`config.mk`:
```
export PLATFORM = sky130hd
export DESIGN_NAME = fetch_unit
export DESIGN_NICKNAME = d
export VERILOG_FILES = /design/src/rtl/cpu_pkg.sv /design/src/rtl/pc_next.sv /design/src/rtl/fetch_unit.sv
export SDC_FILE = /design/constraint.sdc
export NUM_CORES = 1
export LEC_CHECK = 0
export CORE_ASPECT_RATIO = 0.75
export CORE_UTILIZATION = 60
export DETAILED_ROUTE_END_ITERATION = 10
export DONT_BUFFER_PORTS = 1
export PLACE_DENSITY_LB_ADDON = 0.05
export SYNTH_ARGS = -nofsm -noshare
export SYNTH_HDL_FRONTEND = slang
export SYNTH_SLANG_ARGS = --single-unit
```
`constraint.sdc`:
```
create_clock -name clk -period 6.7 [get_ports clk]
set_clock_uncertainty 0.1 [all_clocks]
set_input_delay 1.005 -clock clk [delete_from_list [all_inputs] [get_ports clk]]
set_output_delay 1.005 -clock clk [all_outputs]
set_load 0.05 [all_outputs]
```
`src/rtl/cpu_pkg.sv`:
```
// Shared CPU front-end definitions: fetch FSM encoding, reset PC, instruction width.
package cpu_pkg;

   localparam int          INST_W       = 32;
   localparam logic [31:0] RESET_PC_DEF = 32'h0040_0020;

   typedef enum logic [1:0] {
      ST_FETCH = 2'd0,
      ST_WAIT  = 2'd1,
      ST_HOLD  = 2'd2
   } fetch_state_e;

   // Sign-extend a 16-bit branch offset to 32 bits.
   function automatic logic [31:0] sext16(input logic [15:0] v);
      return {{16{v[15]}}, v};
   endfunction

endpackage

```
`src/rtl/pc_next.sv`:
```
// Next-PC computation: pc + 4, plus the word-scaled signed branch offset when taken.
module pc_next (
   input  logic [31:0] pc,
   input  logic [15:0] imm16,
   input  logic        nPC_sel,
   output logic [31:0] npc
);
   import cpu_pkg::*;

   logic [31:0] seq_pc;
   logic [31:0] br_off;

   // Both adds wrap modulo 2^32; a negative offset is just a large unsigned add.
   assign seq_pc = pc + 32'd4;
   assign br_off = nPC_sel ? (sext16(imm16) << 2) : 32'd0;
   assign npc    = seq_pc + br_off;

endmodule

```
`src/rtl/fetch_unit.sv`:
```
// Instruction fetch unit: issues one memory request at a time, holds the
// returned word until decode accepts it, then advances the PC.
module fetch_unit
   import cpu_pkg::*;
#(
   parameter logic [31:0] RESET_PC     = RESET_PC_DEF,
   parameter int          IMEM_TIMEOUT = 16
) (
   input  logic              clk,
   input  logic              reset,
   input  logic              nPC_sel,
   input  logic [15:0]       imm16,
   output logic              imem_req,
   output logic [31:0]       imem_adr,
   input  logic              imem_valid,
   input  logic [INST_W-1:0] imem_data,
   output logic [INST_W-1:0] inst,
   output logic              inst_valid,
   input  logic              inst_ready,
   output logic [31:0]       pc,
   output logic              imem_err,
   output logic [31:0]       fetch_count
);

   localparam int            CW      = $clog2(IMEM_TIMEOUT + 1);
   localparam logic [CW-1:0] TO_LAST = CW'(IMEM_TIMEOUT - 1);

   fetch_state_e      state_q;
   logic [31:0]       pc_q;
   logic [INST_W-1:0] inst_q;
   logic              inst_valid_q;
   logic              imem_req_q;
   logic              imem_err_q;
   logic [31:0]       fetch_count_q;
   logic [CW-1:0]     wcnt_q;
   logic [31:0]       npc_d;

   pc_next u_pc_next (
      .pc      (pc_q),
      .imm16   (imm16),
      .nPC_sel (nPC_sel),
      .npc     (npc_d)
   );

   // Fetch FSM with registered outputs. imem_req_q is raised on every entry
   // to FETCH, so FETCH lasts one cycle; only the cycle straight out of reset
   // spends an extra FETCH cycle arming the request.
   always_ff @(posedge clk) begin
      if (reset) begin
         state_q       <= ST_FETCH;
         pc_q          <= RESET_PC;
         inst_q        <= '0;
         inst_valid_q  <= 1'b0;
         imem_req_q    <= 1'b0;
         imem_err_q    <= 1'b0;
         fetch_count_q <= '0;
         wcnt_q        <= '0;
      end else begin
         case (state_q)
            ST_FETCH: begin
               if (imem_req_q) begin
                  imem_req_q <= 1'b0;
                  wcnt_q     <= '0;
                  state_q    <= ST_WAIT;
               end else begin
                  imem_req_q <= 1'b1;
               end
            end
            ST_WAIT: begin
               if (imem_valid) begin
                  inst_q       <= imem_data;
                  inst_valid_q <= 1'b1;
                  state_q      <= ST_HOLD;
               end else if (wcnt_q == TO_LAST) begin
                  // Memory went quiet: flag it and retry the same address.
                  imem_err_q <= 1'b1;
                  imem_req_q <= 1'b1;
                  wcnt_q     <= '0;
                  state_q    <= ST_FETCH;
               end else begin
                  wcnt_q <= wcnt_q + CW'(1);
               end
            end
            ST_HOLD: begin
               if (inst_ready) begin
                  pc_q          <= npc_d;
                  fetch_count_q <= fetch_count_q + 32'd1;
                  inst_valid_q  <= 1'b0;
                  imem_req_q    <= 1'b1;
                  state_q       <= ST_FETCH;
               end
            end
            default: state_q <= ST_FETCH;
         endcase
      end
   end

   assign imem_req    = imem_req_q;
   assign imem_adr    = {pc_q[31:2], 2'b00};
   assign inst        = inst_q;
   assign inst_valid  = inst_valid_q;
   assign pc          = pc_q;
   assign imem_err    = imem_err_q;
   assign fetch_count = fetch_count_q;

endmodule

```
# Yosys cells after proc, flatten, opt, wreduce, memory -nomap -nowiden
# Index checks and enable logic that the tools add are counted.
# classes
magnitude_cmp	0
n_shift	0
div_mod_pow	0
n_addsub	4
mul	0
n_bitwise	1
eq_ne	9
n_reduce_logical	11
mux	18
# ops
cell	n
adder 32 x 1 -> 32 bit (second input constant)	1
adder 32 x 3 -> 32 bit (second input constant)	1
adder 32 bit	1
2-to-1 mux 32 bit	1
2-to-1 mux 5 bit	3
AND reduction 3 bit	4
inequality test 2 bit (second input constant)	5
case mux 5 bit (2 select lines)	1
2-to-1 mux 2 bit	4
2-to-1 mux 1 bit	6
case mux 2 bit (3 select lines)	1
adder 5 x 1 -> 5 bit (second input constant)	1
== test 5 x 4 -> 1 bit (second input constant)	1
AND reduction 2 bit	2
AND reduction 4 bit	1
nonzero test 2 bit	2
inequality test 3 bit (second input constant)	1
case mux 1 bit (3 select lines)	1
nonzero test 3 bit	1
== test 2 x 1 -> 1 bit (second input constant)	1
== test 2 bit (second input constant)	1
zero test 2 bit	1
case mux 1 bit (2 select lines)	1
NOT 1 bit	1
# totals
elab_cells	51
out_inout_bits	131
n_memories	0
regBits	106
inputBits	53
mem_bits_ro	0
latchBits	0
mem_bits_rw	0

# Longest topological paths before layout
# depth
ltp_word	4
depth_mapped	15

# Cells and area by module
# A second synthesis with hierarchy kept.
# hier_totals
hier_cells	824
area_unflattened_um2	6463.7
# modules_own_cells
mod	instances	cells_per_inst	area_per_inst_um2
fetch_unit	1	551	4455.5
pc_next	1	273	2008.2

# Worst setup path before layout
# OpenSTA, ideal clock, no wires.
# synth_path
path_kind	input to register
startpoint	input nPC_sel
endpoint	register pc_q[31], in the netlist pc[31]
t_required_ns	6.530
stages	14
arrival_ns	4.026
path_buffers	2
setup_time_ns	0.070
setup_slack_ns	2.503
cell_sequence	clkbuf_1 clkbuf_1 and2_1 ha_1 ha_1 fa_1 a21oi_1 o211ai_1 a221oi_2 a211oi_1 o32ai_1 xor2_1 or3_1 a21oi_1
# synth_between
elab_chain_cells	2
# synth_rtl
element	line_no	rtl
start, declared	fetch_unit.sv:11	input logic nPC_sel,
2-to-1 mux 32 bit	pc_next.sv:15	assign br_off = nPC_sel ? (sext16(imm16) << 2) : 32'd0;
adder 32 bit	pc_next.sv:16	assign npc = seq_pc + br_off;
end signal, assigned	fetch_unit.sv:86	pc_q <= npc_d;
end, declared	fetch_unit.sv:29	logic [31:0] pc_q;
# Every way passes these cells.
# A chain may end at the register's enable or synchronous reset.

# Final worst setup path
# layout_path
startpoint	register pc_q[3], in the netlist pc[3]
endpoint	register pc_q[31], in the netlist pc[31]
# layout_between
elab_chain_cells	2
# layout_rtl
element	line_no	rtl
adder 32 x 3 -> 32 bit	pc_next.sv:14	assign seq_pc = pc + 32'd4;
adder 32 bit	pc_next.sv:16	
# Every way passes these cells.

==> impl_metrics.toml <==
[timing]
rsz0062_at_grt = "no"
hold_slack_ns = 0.390
tightest_slew_ns = 1.16
fin_setup_tns_ns = 0
fin_crit_ns = 4.16
report.final.hold_viol_count = 0
relSlewSlack = 0.228
finalMaxSlewViolations = 0
fmax_mhz = 241
fin_crit_sh = 0.620
setup_viol = 0

[pwr]
p_sw_frac = 0.368
p_leak_uw = 0.00249
combPwrFrac = 0.155
p_sw_uw = 585
ir_drop_mv = 0.224
internal_power_uw = 1010
power_frac_seq = 0.524
p_clk_frac = 0.321
powerDensity_nw_per_um2 = 253

[run]
maxCapViolCount = 0

[global_routing]
grt_use_total = 0.272
antenna_found_initial = 0
grt_pass1_wl_um = 23900
overflow = 0
grt_pass1_vias = 4942
grt_max_degree = 106

[floorplanning]
start_util = 0.631
die-area_um2 = 10800
dieWidth_um = 120
rows = 31
pin_count = 184
coreArea_um2 = 9850
die_h_um = 90.1

[place]
gp_congestion = 0.941
port-buffer-count = 0
placed_area_um2 = 6010
dp_hpwl_um = 10300
dpl.cell_count = 865

[detailed_routing]
route.detailed.drc = 0
wl_met3_um = 1320
wl_met2_um = 6210
top_layer = "met4"
vias = 5216
wl_met1_um = 6620
drtPass1Iterations = 5
antenna_left = 0
drt_iter0_markers = 368
viasPerCell = 5.92
wl_per_cell_um = 16.3
wl_um = 14300

[yosys]
synthTopCellsByArea = "dfxtp_1, ha_1, nand2_1"
synth_most_common_cell = "nand2_1"
ys_async_sr_fraction = 0
ys_seq_elements = 104
synthesis.area_um2 = 6210
synth_commonest_cells = "nand2_1, dfxtp_1, a21oi_1, nor2_1, ha_1"
syn_inst = 798
netlist.area_leader.share = 0.335
synth_edf_count = 0
ys_warn_count = 0
synth.avg_cell_area_um2 = 7.79
yosys.area.top_type = "dfxtp_1"
yosysSeqAreaShare = 0.335
yosysUniqueCellTypes = 49
synth_ff_type = "dfxtp_1"

[clock_network]
clock_path_buffers = 2
ctsHoldBuffers = 0
insertion_delay_ns = 0.35
cts_sinks = 104
numCtsBuffers = 9
root_buffer = "clkbuf_16"
path_clk_slew_ns = 0.07
cts_resized = 0
post-cts-setup-buffer-count = 0
tritoncts = "built"
htree_levels = 3

[worst_setup_path]
cp.arrival_ns = 4.34
end_kind = "flip-flop"
crit_path_start = "pc[3]"
worstPathRequired_ns = 6.88
worstReg2RegStart = "pc[3]"
worstPathMaxFanout = 6
start_kind = "flip-flop"
path_class = "flip-flop to flip-flop"

[run_status]
status = "finished, final reports clean"

[finish]
n_antenna_cell = 0
nNetsFinal = 848
drive_gt1_frac = 0.0334
layoutNonFillerInstCount = 881
syn_to_final_growth_pct = 1.45
design_area_um2 = 6300

[min_path]
hp-start = "wcnt_q[1]"
min_path_type = "flip-flop to flip-flop"
==> area by class of cell <==
| class | count | area (um^2) |
|---|---|---|
| inverter | 16 | 60.1 |
| clock buffer | 9 | 225 |
| timing repair buffer | 3 | 22.5 |
| fill | 884 | 3550 |
| multi-input combinational | 610 | 3680 |
| tap | 132 | 165 |
| sequential | 104 | 2080 |
| clock inverter | 7 | 66.3 |
==> worst max-delay path: stages (launching register included) <==
cell and delay, ns:
dfxtp_1 0.99, ha_1 0.38, ha_1 0.25, fa_1 0.42, a21oi_1 0.22, o211ai_1 0.12, a221oi_2 0.46, a211oi_1 0.19
o32ai_1 0.38, xor2_1 0.12, or3_1 0.32, a21oi_1 0.14
==> layer usage <==
layer,track usage,vias to the layer above
met1,0.362,2403
met4,0.0729,0
met5,0,-
li1,-,2581
met3,0.0939,18
met2,0.418,214
==> kinds of logic after synthesis <==
family,synth area share
other,0.000603
adders and majority gates,0.104
buffers and inverters,0.0741
AOI/OAI and AO/OA,0.155
muxes,0.00161
and+or+nand+nor,0.240
DFF,0.335
xor gates and xnor gates,0.0902
==> power by group through the flow <==
stage | Sequential (uW) | Clock, uW | Combinational (uW)
4_1_cts | 834 | 521 | 246
3_3_place_gp | 847 | 0 | 235
6_report | 834 | 512 | 247
2_1_floorplan | 816 | 0 | 243
3_5_place_dp | 848 | 0 | 244
5_1_grt | 839 | 548 | 280
==> cells in the final DEF, fill, tap and decap left out, drive strengths merged, types with 5 or more instances in the layout <==
cell type,n
o21ai,25
nand3,23
a21o,9
a31oi,7
nand2,138
nand4,10
xor2,31
inv,18
nor2,73
ha,50
nor3,15
clkbuf,9
and2,17
o211ai,6
a211oi,7
nand2b,5
a21oi,89
dfxtp,104
and3,19
or3,6
nor2b,9
xnor2,33
==> per-stage QoR <==
step           setup WS, ns   util  total power (uW)
2_1_floorplan          2.50      -              1060
3_3_place_gp           2.68  0.610              1080
3_5_place_dp           2.50  0.610              1090
4_1_cts                2.56  0.640              1600
5_1_grt                2.33  0.640              1670
6_report               2.54  0.640              1590
==> state kept, by name, summed over array words and instances (netlist names) <==
| register | cells |
|---|---|
| inst | 32 |
| wcnt_q | 5 |
| fetch_count | 32 |
| imem_err | 1 |
| inst_valid | 1 |
| imem_req | 1 |
| state_q | 2 |
| pc | 30 |
==> worst paths after layout <==
kind	slack (ns)	cells after the start	endpoint
worst max-delay path	2.54	11	pc[31]
worst min-delay path	0.39	2	wcnt_q[1]
worst max register to register	2.54	11	pc[31]
worst min register to register	0.39	2	wcnt_q[1]
Power figures use the tool's default switching activity.
